==> src/rtl/dma_multi_channel.sv <==
// Multi-channel DMA: NCH request channels share one read and one write port.
// A round-robin arbiter grants a whole job at a time; each word is a read then a write.
module dma_multi_channel #(
    parameter int NCH    = 2,
    parameter int ADDR_W = 8,
    parameter int LEN_W  = 4,
    parameter int DATA_W = 8
) (
    input  logic                    clk,
    input  logic                    reset,
    input  logic [NCH-1:0]          start,
    input  logic [NCH*ADDR_W-1:0]   src_addr,
    input  logic [NCH*ADDR_W-1:0]   dst_addr,
    input  logic [NCH*LEN_W-1:0]    len,
    output logic                    rd_en,
    output logic [ADDR_W-1:0]       rd_addr,
    input  logic [DATA_W-1:0]       rd_data,
    output logic                    wr_en,
    output logic [ADDR_W-1:0]       wr_addr,
    output logic [DATA_W-1:0]       wr_data,
    output logic [NCH-1:0]          busy,
    output logic [NCH-1:0]          done
);

    localparam int CH_W = (NCH > 1) ? $clog2(NCH) : 1;

    typedef enum logic [1:0] {S_IDLE, S_READ, S_WRITE, S_DONE} state_t;

    state_t              r_state;
    state_t              w_next;
    logic [NCH-1:0]      r_pending;
    logic [ADDR_W-1:0]   r_src [NCH];
    logic [ADDR_W-1:0]   r_dst [NCH];
    logic [LEN_W-1:0]    r_len [NCH];
    logic [CH_W-1:0]     r_last_grant;
    logic [CH_W-1:0]     r_grant;
    logic [ADDR_W-1:0]   r_cur_src;
    logic [ADDR_W-1:0]   r_cur_dst;
    logic [LEN_W-1:0]    r_cur_cnt;
    logic [CH_W-1:0]     w_grant;
    logic                w_found;
    logic [NCH-1:0]      w_clear;

    // Round-robin search starting just after the last channel served.
    always_comb begin
        // NOTE: every combinational output gets a default first so no path infers a latch.
        w_found = 1'b0;
        w_grant = '0;
        for (int k = 0; k < NCH; k++) begin
            if (!w_found && r_pending[(int'(r_last_grant) + 1 + k) % NCH]) begin
                w_found = 1'b1;
                w_grant = CH_W'((int'(r_last_grant) + 1 + k) % NCH);
            end
        end
    end

    always_comb begin
        busy = r_pending;
        if (r_state == S_READ || r_state == S_WRITE)
            busy[r_grant] = 1'b1;
    end

    // NOTE: the request shadow registers hold data only, so they carry no reset;
    // pending[] alone decides whether their contents mean anything.
    always_ff @(posedge clk) begin
        for (int i = 0; i < NCH; i++) begin
            if (start[i] && !busy[i]) begin
                r_src[i] <= src_addr[i*ADDR_W +: ADDR_W];
                r_dst[i] <= dst_addr[i*ADDR_W +: ADDR_W];
                r_len[i] <= len[i*LEN_W +: LEN_W];
            end
        end
    end

    always_comb begin
        w_clear = '0;
        if (r_state == S_IDLE && w_found && r_len[w_grant] == '0)
            w_clear[w_grant] = 1'b1;
        if (r_state == S_WRITE && r_cur_cnt == LEN_W'(1))
            w_clear[r_grant] = 1'b1;
    end

    // NOTE: sequential state uses non-blocking assignments so every register
    // samples pre-edge values regardless of statement order.
    always_ff @(posedge clk) begin
        if (reset) begin
            r_pending <= '0;
        end else begin
            for (int i = 0; i < NCH; i++) begin
                if (start[i] && !busy[i])
                    r_pending[i] <= 1'b1;
                else if (w_clear[i])
                    r_pending[i] <= 1'b0;
            end
        end
    end

    always_ff @(posedge clk) begin
        if (reset)
            r_state <= S_IDLE;
        else
            r_state <= w_next;
    end

    always_ff @(posedge clk) begin
        if (reset) begin
            r_last_grant <= CH_W'(NCH - 1);
            r_grant      <= '0;
            r_cur_src    <= '0;
            r_cur_dst    <= '0;
            r_cur_cnt    <= '0;
        end else begin
            case (r_state)
                S_IDLE: begin
                    if (w_found) begin
                        r_grant   <= w_grant;
                        r_cur_src <= r_src[w_grant];
                        r_cur_dst <= r_dst[w_grant];
                        r_cur_cnt <= r_len[w_grant];
                    end
                end
                S_WRITE: begin
                    r_cur_cnt <= r_cur_cnt - LEN_W'(1);
                    r_cur_src <= r_cur_src + ADDR_W'(1);
                    r_cur_dst <= r_cur_dst + ADDR_W'(1);
                end
                S_DONE:  r_last_grant <= r_grant;
                default: ;
            endcase
        end
    end

    always_comb begin
        w_next  = r_state;
        rd_en   = 1'b0;
        rd_addr = '0;
        wr_en   = 1'b0;
        wr_addr = '0;
        wr_data = '0;
        done    = '0;
        case (r_state)
            S_IDLE: begin
                if (w_found)
                    w_next = (r_len[w_grant] == '0) ? S_DONE : S_READ;
            end
            S_READ: begin
                rd_en   = 1'b1;
                rd_addr = r_cur_src;
                w_next  = S_WRITE;
            end
            S_WRITE: begin
                wr_en   = 1'b1;
                wr_addr = r_cur_dst;
                wr_data = rd_data;
                w_next  = (r_cur_cnt == LEN_W'(1)) ? S_DONE : S_READ;
            end
            S_DONE: begin
                done[r_grant] = 1'b1;
                w_next        = S_IDLE;
            end
            default: w_next = S_IDLE;
        endcase
    end

endmodule

==> config.mk <==
export PLATFORM = sky130hd
export DESIGN_NAME = dma_multi_channel
export DESIGN_NICKNAME = d
export VERILOG_FILES = /design/src/rtl/dma_multi_channel.sv
export SDC_FILE = /design/constraint.sdc
export NUM_CORES = 1
export LEC_CHECK = 0
export ABC_AREA = 0
export BUFFER_PORTS_ARGS = -buffer_cell sky130_fd_sc_hd__clkbuf_2
export CORE_MARGIN = 4
export CORE_UTILIZATION = 35
export DETAILED_ROUTE_END_ITERATION = 12
export PLACE_DENSITY = 0.63
export SLEW_MARGIN = 10
export SYNTH_ARGS = -nofsm -noshare
export SYNTH_HDL_FRONTEND = slang
export SYNTH_SLANG_ARGS = --single-unit
export TNS_END_PERCENT = 50
==> constraint.sdc <==
create_clock -name clk -period 2.3 [get_ports clk]
set_input_delay 0.345 -clock clk [delete_from_list [all_inputs] [get_ports clk]]
set_output_delay 0.345 -clock clk [all_outputs]
set_load 0.02 [all_outputs]
==> metrics.txt, run 1 <==
Max-cap violations 0; clk sinks 66; P per Cell Area about 1100 mW/mm²; synth unique cells 49; Max Buffers Root-to-Sink 2; DR WL/cell around 15 µm; final WL 7350 µm; reg2reg start r_state[0]$_SDFFE_PP0P_; total global routing overflow 0; Yosys top cell area share 0.374; Crit. Startpoint r_state[0]$_SDFFE_PP0P_; Vias roughly 2500; Sw Ratio 0.387; multiplexer share of the synthesized area 0.0755; fin crit period 2.16 ns; Final Hold Vio Count 0; Peak supply drop 0.000443 V; DP Cell Count 475; area leader, netlist edfxtp_1; largest net degree at the start of global routing 27; Hold Path Class in2reg; Area Growth Syn to Fin 21.9%; Worst-Margin Slew 0.897 ns; # fillers 845; setup violators final 0; layout cell share with drive strength beyond 1 0.339; Arr. time, crit path 1.81 ns; die area 0.0108 mm²; sequential share of power 0.428; Int Power 0.00261 W; Post-synth top cells 40 x edfxtp_1, 28 x and2_1, 27 x nand2_1, 26 x dfxtp_1; ANT nets after route 0; Synth area leaders edfxtp_1 37%, dfxtp_1 16%, mux2_2 6.3%, and2_1 5.5%, ha_1 3.5%; Synth Cell Area between 0.003 and 0.004 mm²; Top FF cell, synth edfxtp_1; reg2reg setup slack 0.24 ns; R2R cell count 6; Core ar. around 0.0088 mm²; Max Freq 0.464 GHz; CP Capture Type output port; Worst Path Class, Setup reg2out; combinational power share 0.372; first-pass GRT wire length ~12000 µm; Die Width 104 µm; CTS tree done; Final Max Slew Viols 0; DRT iter0 DRCs 145; Core Rows 34; crit path max fanout 20; Leak 1.56 nW; drt first pass iters 4; startpoint type of the worst setup path register; final cell count without fillers just under 500; number of global-route vias before repair between 2000 and 2500; Clock Power Share 0.200; clock latency on the worst-skew pair 0.34 ns; Clk pin slew, worst setup/hold paths about 0.08 ns; Post-Synth Adder-Cell Area 0.0350; Root Buffer Master clkbuf_8; All-Layer GR Usage 0.138; Slew headroom 0.402; Inserted Clock Buffers 9; Layout Skew 0.0108 ns; RSZ-0062 raised after global routing true; outcome completed; CP required 1.96 ns; Post-Synth Simple-Gate Area 0.187; Synthesized Nets between 300 and 400; syn_area_per_cell 11.0 µm²; Post-synth EDFFs 40; nets 439; ANT cells 0; Mapped Cells slightly below 300; XOR/XNOR Fraction of Synth Area 0; Die Y 104 µm; H-tree lvl count 3; GPL Wtd Cong 0.798; Starting Density 0.365; routed vias/inst just over 5; synthesis warning total 0; Boundary Pins roughly 80; total power 0.00425 W; DRC 0; post-route clock period utilization 0.937; initial antenna violation count 0; sequential fraction of the synthesis area 0.536; ys async rst share 0; Sw Pwr 0.00164 W; Yosys reg bits between 60 and 70; RR Endpoint r_cur_dst[6]$_SDFFE_PP0P_; compound-gate portion of the synthesized area 0.126; largest family of logic cells by synthesized area simple AND/OR/NAND/NOR gates; count leader, synth edfxtp_1; number of port buffers 81; end point of the critical path wr_addr[4]; HPWL after DPL roughly 5300 µm
layout by cell type (no fill, tap or decap), types with 2 or more instances in the layout:
cell type	count
nor2_1	12
a22oi_1	7
nand3_1	6
clkbuf_8	9
a32oi_1	2
clkinvlp_4	3
a21o_1	3
mux2i_1	4
buf_4	7
nand4_1	4
a21oi_1	18
edfxtp_1	40
nand2_1	27
a211oi_1	3
clkbuf_2	81
nor4_1	2
or4_1	5
nor3_1	7
dfxtp_1	26
o221ai_1	2
inv_1	14
o41ai_1	2
o21ai_0	7
and2_1	28
nor2b_1	7
ha_1	9
mux2_2	18
o211ai_1	3
or3_1	2
a31oi_1	2
clkinv_2	2
worst max-delay path: stages (launching register included):
cell	delay, ns
dfxtp_1	0.34
inv_1	0.13
ha_1	0.35
buf_4	0.27
and2_1	0.19
clkbuf_2	0.19
routing by layer:
metal	share of wire	track usage	wire length, µm	up-vias
li1	-	-	-	1243
met1	0.46	0.180	3360	1173
met2	0.47	0.221	3460	69
met3	0.055	0.0280	404	9
met4	0.017	0.0627	123	0
met5	0	0	0	-
state kept, by name, summed over array words and instances (netlist names):
| signal | count |
|---|---|
| r_pending | 2 |
| r_src | 16 |
| r_cur_src | 8 |
| r_cur_cnt | 4 |
| r_cur_dst | 8 |
| r_dst | 16 |
| r_last_grant | 1 |
| r_grant | 1 |
| r_len | 8 |
| r_state | 2 |
cell type report:
type                            instances  area, µm²  share of cell area
Clock inverter                          7       45.0              0.0115
Tap cell                              108        135              0.0345
Timing Repair Buffer                   89        478               0.122
Inverter                               14       52.6              0.0134
Sequential cell                        66       1720               0.439
Clock buffer                            9        124              0.0316
Multi-Input combinational cell        198       1360               0.347
kinds of logic (layout without fill, tap and decap cells):
logic type,Yosys count,count (layout)
AO/OA/AOI/OAI,57,57
adder cells (fa/ha/maj),9,9
buffers and inverters,28,119
flip-flops,66,66
multiplexers,22,22
AND/OR/NAND/NOR,110,110
worst min path at each step:
| stage | startpoint | end | depth (start not counted) |
|---|---|---|---|
| 4_1_cts | src_addr[1] | r_src[0][1]$_DFFE_PP_ | 1 |
| 6_report | dst_addr[8] | r_dst[1][0]$_DFFE_PP_ | 1 |
| 2_1_floorplan | dst_addr[0] | r_dst[0][0]$_DFFE_PP_ | 0 |
| 5_1_grt | dst_addr[1] | r_dst[0][1]$_DFFE_PP_ | 1 |
| 3_5_place_dp | r_cur_cnt[1]$_SDFFE_PP0P_ | r_cur_cnt[1]$_SDFFE_PP0P_ | 2 |
| 3_3_place_gp | r_cur_cnt[1]$_SDFFE_PP0P_ | r_cur_cnt[1]$_SDFFE_PP0P_ | 2 |
through the flow:
step / hold WS, ns / cell area [µm²] / utilization / setup slack, ns / setup TNS (ns)
2_1_floorplan: 0.444 / 3210 / - / 0.0227 / 0
3_3_place_gp: 0.465 / 3750 / 0.426 / 0.319 / 0
3_5_place_dp: 0.473 / 3750 / 0.426 / 0.263 / 0
4_1_cts: 0.160 / 3920 / 0.445 / 0.137 / 0
5_1_grt: 0.163 / 3920 / 0.445 / -0.00245 / -0.00245
6_report: 0.175 / 3920 / 0.445 / 0.144 / 0
power groups by stage:
stage	registers, W	logic (W)	clock network, W
global route	0.00186	0.00177	0.000910
CTS	0.00182	0.00160	0.000865
finish	0.00182	0.00158	0.000850
global placement	0.00183	0.00157	0
floorplan	0.00176	0.00120	0
detailed placement	0.00185	0.00159	0
repair_timing:
action	in CTS	in global routing
resized for setup	0	0
hold buffers	0	0
endpoints found under the setup margin	0	1
setup buffers	0	0
Note: power is estimated with default switching activity, not from simulation.
==> run 2, diff against run 1 <==
--- a/config.mk
+++ b/config.mk
@@ -5,12 +5,12 @@
 export SDC_FILE = /design/constraint.sdc
 export NUM_CORES = 1
 export LEC_CHECK = 0
-export ABC_AREA = 0
+export ABC_AREA = 1
 export BUFFER_PORTS_ARGS = -buffer_cell sky130_fd_sc_hd__clkbuf_2
 export CORE_MARGIN = 4
 export CORE_UTILIZATION = 35
 export DETAILED_ROUTE_END_ITERATION = 12
-export PLACE_DENSITY = 0.63
+export PLACE_DENSITY = 0.62
 export SLEW_MARGIN = 10
 export SYNTH_ARGS = -nofsm -noshare
 export SYNTH_HDL_FRONTEND = slang
==> metrics.txt, run 2 <==
sequential fraction of the synthesis area 0.521 (-0.0150); Yosys top cell area share 0.363 (-0.0105); Worst Path Class, Setup reg2out; Inserted Clock Buffers 9 (unchanged); CTS tree done; Hold Buf Count CTS 0 (unchanged); RSZ-0062 raised after global routing false; Boundary Pins 82 (unchanged); count leader, synth nand2_1; Max Buffers Root-to-Sink 2 (unchanged); fin crit period 1.98 ns (-0.180 ns); ANT nets after route 0 (unchanged); Crit. Startpoint r_state[1]$_SDFFE_PP0P_; Starting Density 0.359 (-0.00542); Area Growth Syn to Fin 20.2%; Synthesized Nets 441 (+25%); CP required 1.96 ns (about the same); post-cts sizing count 0 (unchanged); synth unique cells 33 (-33%); Crit path top cell by count inv_1; layout cell share with drive strength beyond 1 0.258 (-0.0814); number of port buffers 81 (unchanged); commonest non-fill, non-tap cells in the layout 81 x clkbuf_2, 63 x nand2_1, 60 x inv_1, 40 x edfxtp_1, 39 x nor2_1; Yosys reg bits 66 (unchanged); Layout Skew 0.00598 ns (-0.00484 ns); nets 525 (+20%); DRC 0 (unchanged); DRT iter0 DRCs 194 (+34%); Synth area leaders edfxtp_1 36%, dfxtp_1 16%, nand2_1 7.2%, inv_1 6.8%, nor2_1 4.7%; All-Layer GR Usage 0.140 (+0.00201); Worst-Margin Slew 0.618 ns (-0.279 ns); Final Hold Vio Count 0 (unchanged); clock latency on the worst-skew pair 0.34 ns (about the same); Crit path max-delay family flip-flops; worst path bufs/invs 3 (unchanged); post-route clock period utilization 0.859 (-0.0785); # fillers 945 (+12%); largest net degree at the start of global routing 26 (-3.7%); P per Cell Area 1220 mW/mm² (+13%); ANT cells 0 (unchanged); reg2reg setup slack 0.44 ns (+0.20 ns); drt first pass iters 5 (+1); CP max stage cell dfxtp_1; Clk pin slew, worst setup/hold paths 0.07 ns (about the same); Synth Cell Area 0.00331 mm² (+2.9%); Hold Path Class in2reg; startpoint type of the worst setup path register; register area 0.00172 mm² (unchanged); Leak 1.95 nW (+25%); Max Freq 0.506 GHz (+9.1%); Arr. time, crit path 1.63 ns (-0.18 ns); ys async rst share 0 (unchanged); CP Cell Sequence inv_1, ha_1, inv_1, o21ai_0, clkbuf_2; Multi-input gate area 0.00121 mm² (-11%); H-tree lvl count 3 (unchanged); Post-synth EDFFs 40 (unchanged); total global routing overflow 0 (unchanged); Core ar. 0.00920 mm² (+4.4%); Slew headroom 0.588 (+0.186); DR WL/cell 13.0 µm (-13%); Die Y 105 µm (+1.3%); CP peak stage delay 0.39 ns (+0.04 ns); final WL 7570 µm (+2.9%); initial antenna violation count 0 (unchanged); number of global-route vias before repair 2706 (+10%); CP Capture Type output port; commonest non-fill, non-tap cell in the layout clkbuf_2; routed vias/inst 4.70 (-7.5%); RR Endpoint r_cur_dst[4]$_SDFFE_PP0P_; Largest regs r_dst x16, r_src x16; clk sinks 66 (unchanged); reg2reg start r_state[0]$_SDFFE_PP0P_; GPL Wtd Cong 0.886 (+11%); Core Rows 35 (+2.9%); setup violators final 0 (unchanged); HPWL after DPL 5640 µm (+6.2%); setup slack after layout 0.325 ns (+0.180 ns); DP Worst Slack 0.455 ns (+0.192 ns); area leader, netlist edfxtp_1; end point of the critical path busy[1]; Die Width 105 µm (+1.3%); setup TNS 0 ns (unchanged); outcome completed; R2R cell count 8 (+2); first-pass GRT wire length 12500 µm (+4.8%); Root Buffer Master clkbuf_8; critical path depth 5 (unchanged); Max-cap violations 0 (unchanged); Post-synth top cells 63 x nand2_1, 60 x inv_1, 41 x nor2_1, 40 x edfxtp_1, 29 x o21ai_0; die area 0.0111 mm² (+2.7%); synthesis warning total 0 (unchanged); Mapped Cells 380 (+30%); Vias 2724 (+9.2%); Top FF cell, synth edfxtp_1; Final Max Slew Viols 0 (unchanged); Peak supply drop 0.000499 V (+13%); syn_area_per_cell 8.70 µm² (-21%); Post-CTS Setup Inserts 0 (unchanged); crit path max fanout 4 (-80%)
-- run 2: cell count changes in the layout (fill, tap and decap cells not counted), moves of 7 or more --
cell | before | now
inv_1 | 14 | 60
nand2_1 | 27 | 63
and2_1 | 28 | 0
nor2_1 | 12 | 39
o21ai_0 | 7 | 29
nand3_1 | 6 | 26
o21ai_1 | 0 | 19
mux2_2 | 18 | 0
a21oi_1 | 18 | 25
a22oi_1 | 7 | 0
nor2b_1 | 7 | 0
nor3_1 | 7 | 0
-- run 2: through the flow --
stage	util	instance area [µm²]	total power, W	instances	hold slack [ns]
finish	0.432	3970	0.00485	580	0.177
global route	0.432	3970	0.00526	580	0.161
CTS	0.432	3970	0.00490	580	0.165
detailed placement	0.412	3790	0.00396	564	0.481
global placement	0.412	3790	0.00391	564	0.481
floorplan	-	3310	0.00349	380	0.444
-- run 2: cell type report --
cell class	count	area share
timing repair buffer	89	0.117
clock inverter	6	0.0145
tap	111	0.0350
clock buffer	10	0.0321
multi-input combinational	234	0.305
inverter	64	0.0630
sequential	66	0.433
-- run 2: per-layer routing --
layer	global-route usage	routed length (µm)
met1	0.189	3560
met2	0.220	3520
met3	0.0358	404
met4	0.0450	74
met5	0	0
-- run 2: power by group --
group | leakage [nW] | internal (W) | switching (W)
logic | 1.26 | 0.000713 | 0.00136
clock network | 0.0974 | 0.000493 | 0.000438
registers | 0.595 | 0.00161 | 0.000238
-- run 2: kinds of logic after synthesis --
logic type / count (synthesis) / synth area share
buf+inv: 80 / 0.114
flops: 66 / 0.521
xor+xnor: 3 / 0.00795
compound gates: 85 / 0.143
fa+ha+maj: 9 / 0.0341
simple gates: 137 / 0.180
-- run 2: worst reg2reg max path, cell delays in order (launching register included) --
cell	delay (ns)
dfxtp_1	0.38
inv_1	0.09
ha_1	0.23
buf_4	0.20
o21ai_4	0.40
buf_4	0.26
a21oi_1	0.08
o21ai_1	0.08
inv_1	0.04
-- run 2: worst min-delay path by stage --
| stage | start | to | slack (ns) | cells after the start |
|---|---|---|---|---|
| 3_5_place_dp | r_cur_cnt[1]$_SDFFE_PP0P_ | r_cur_cnt[1]$_SDFFE_PP0P_ | 0.48 | 2 |
| 2_1_floorplan | dst_addr[0] | r_dst[0][0]$_DFFE_PP_ | 0.44 | 0 |
| 5_1_grt | src_addr[7] | r_src[0][7]$_DFFE_PP_ | 0.16 | 1 |
| 4_1_cts | dst_addr[2] | r_dst[0][2]$_DFFE_PP_ | 0.16 | 1 |
| 6_report | dst_addr[0] | r_dst[0][0]$_DFFE_PP_ | 0.18 | 1 |
| 3_3_place_gp | r_cur_cnt[1]$_SDFFE_PP0P_ | r_cur_cnt[1]$_SDFFE_PP0P_ | 0.48 | 2 |
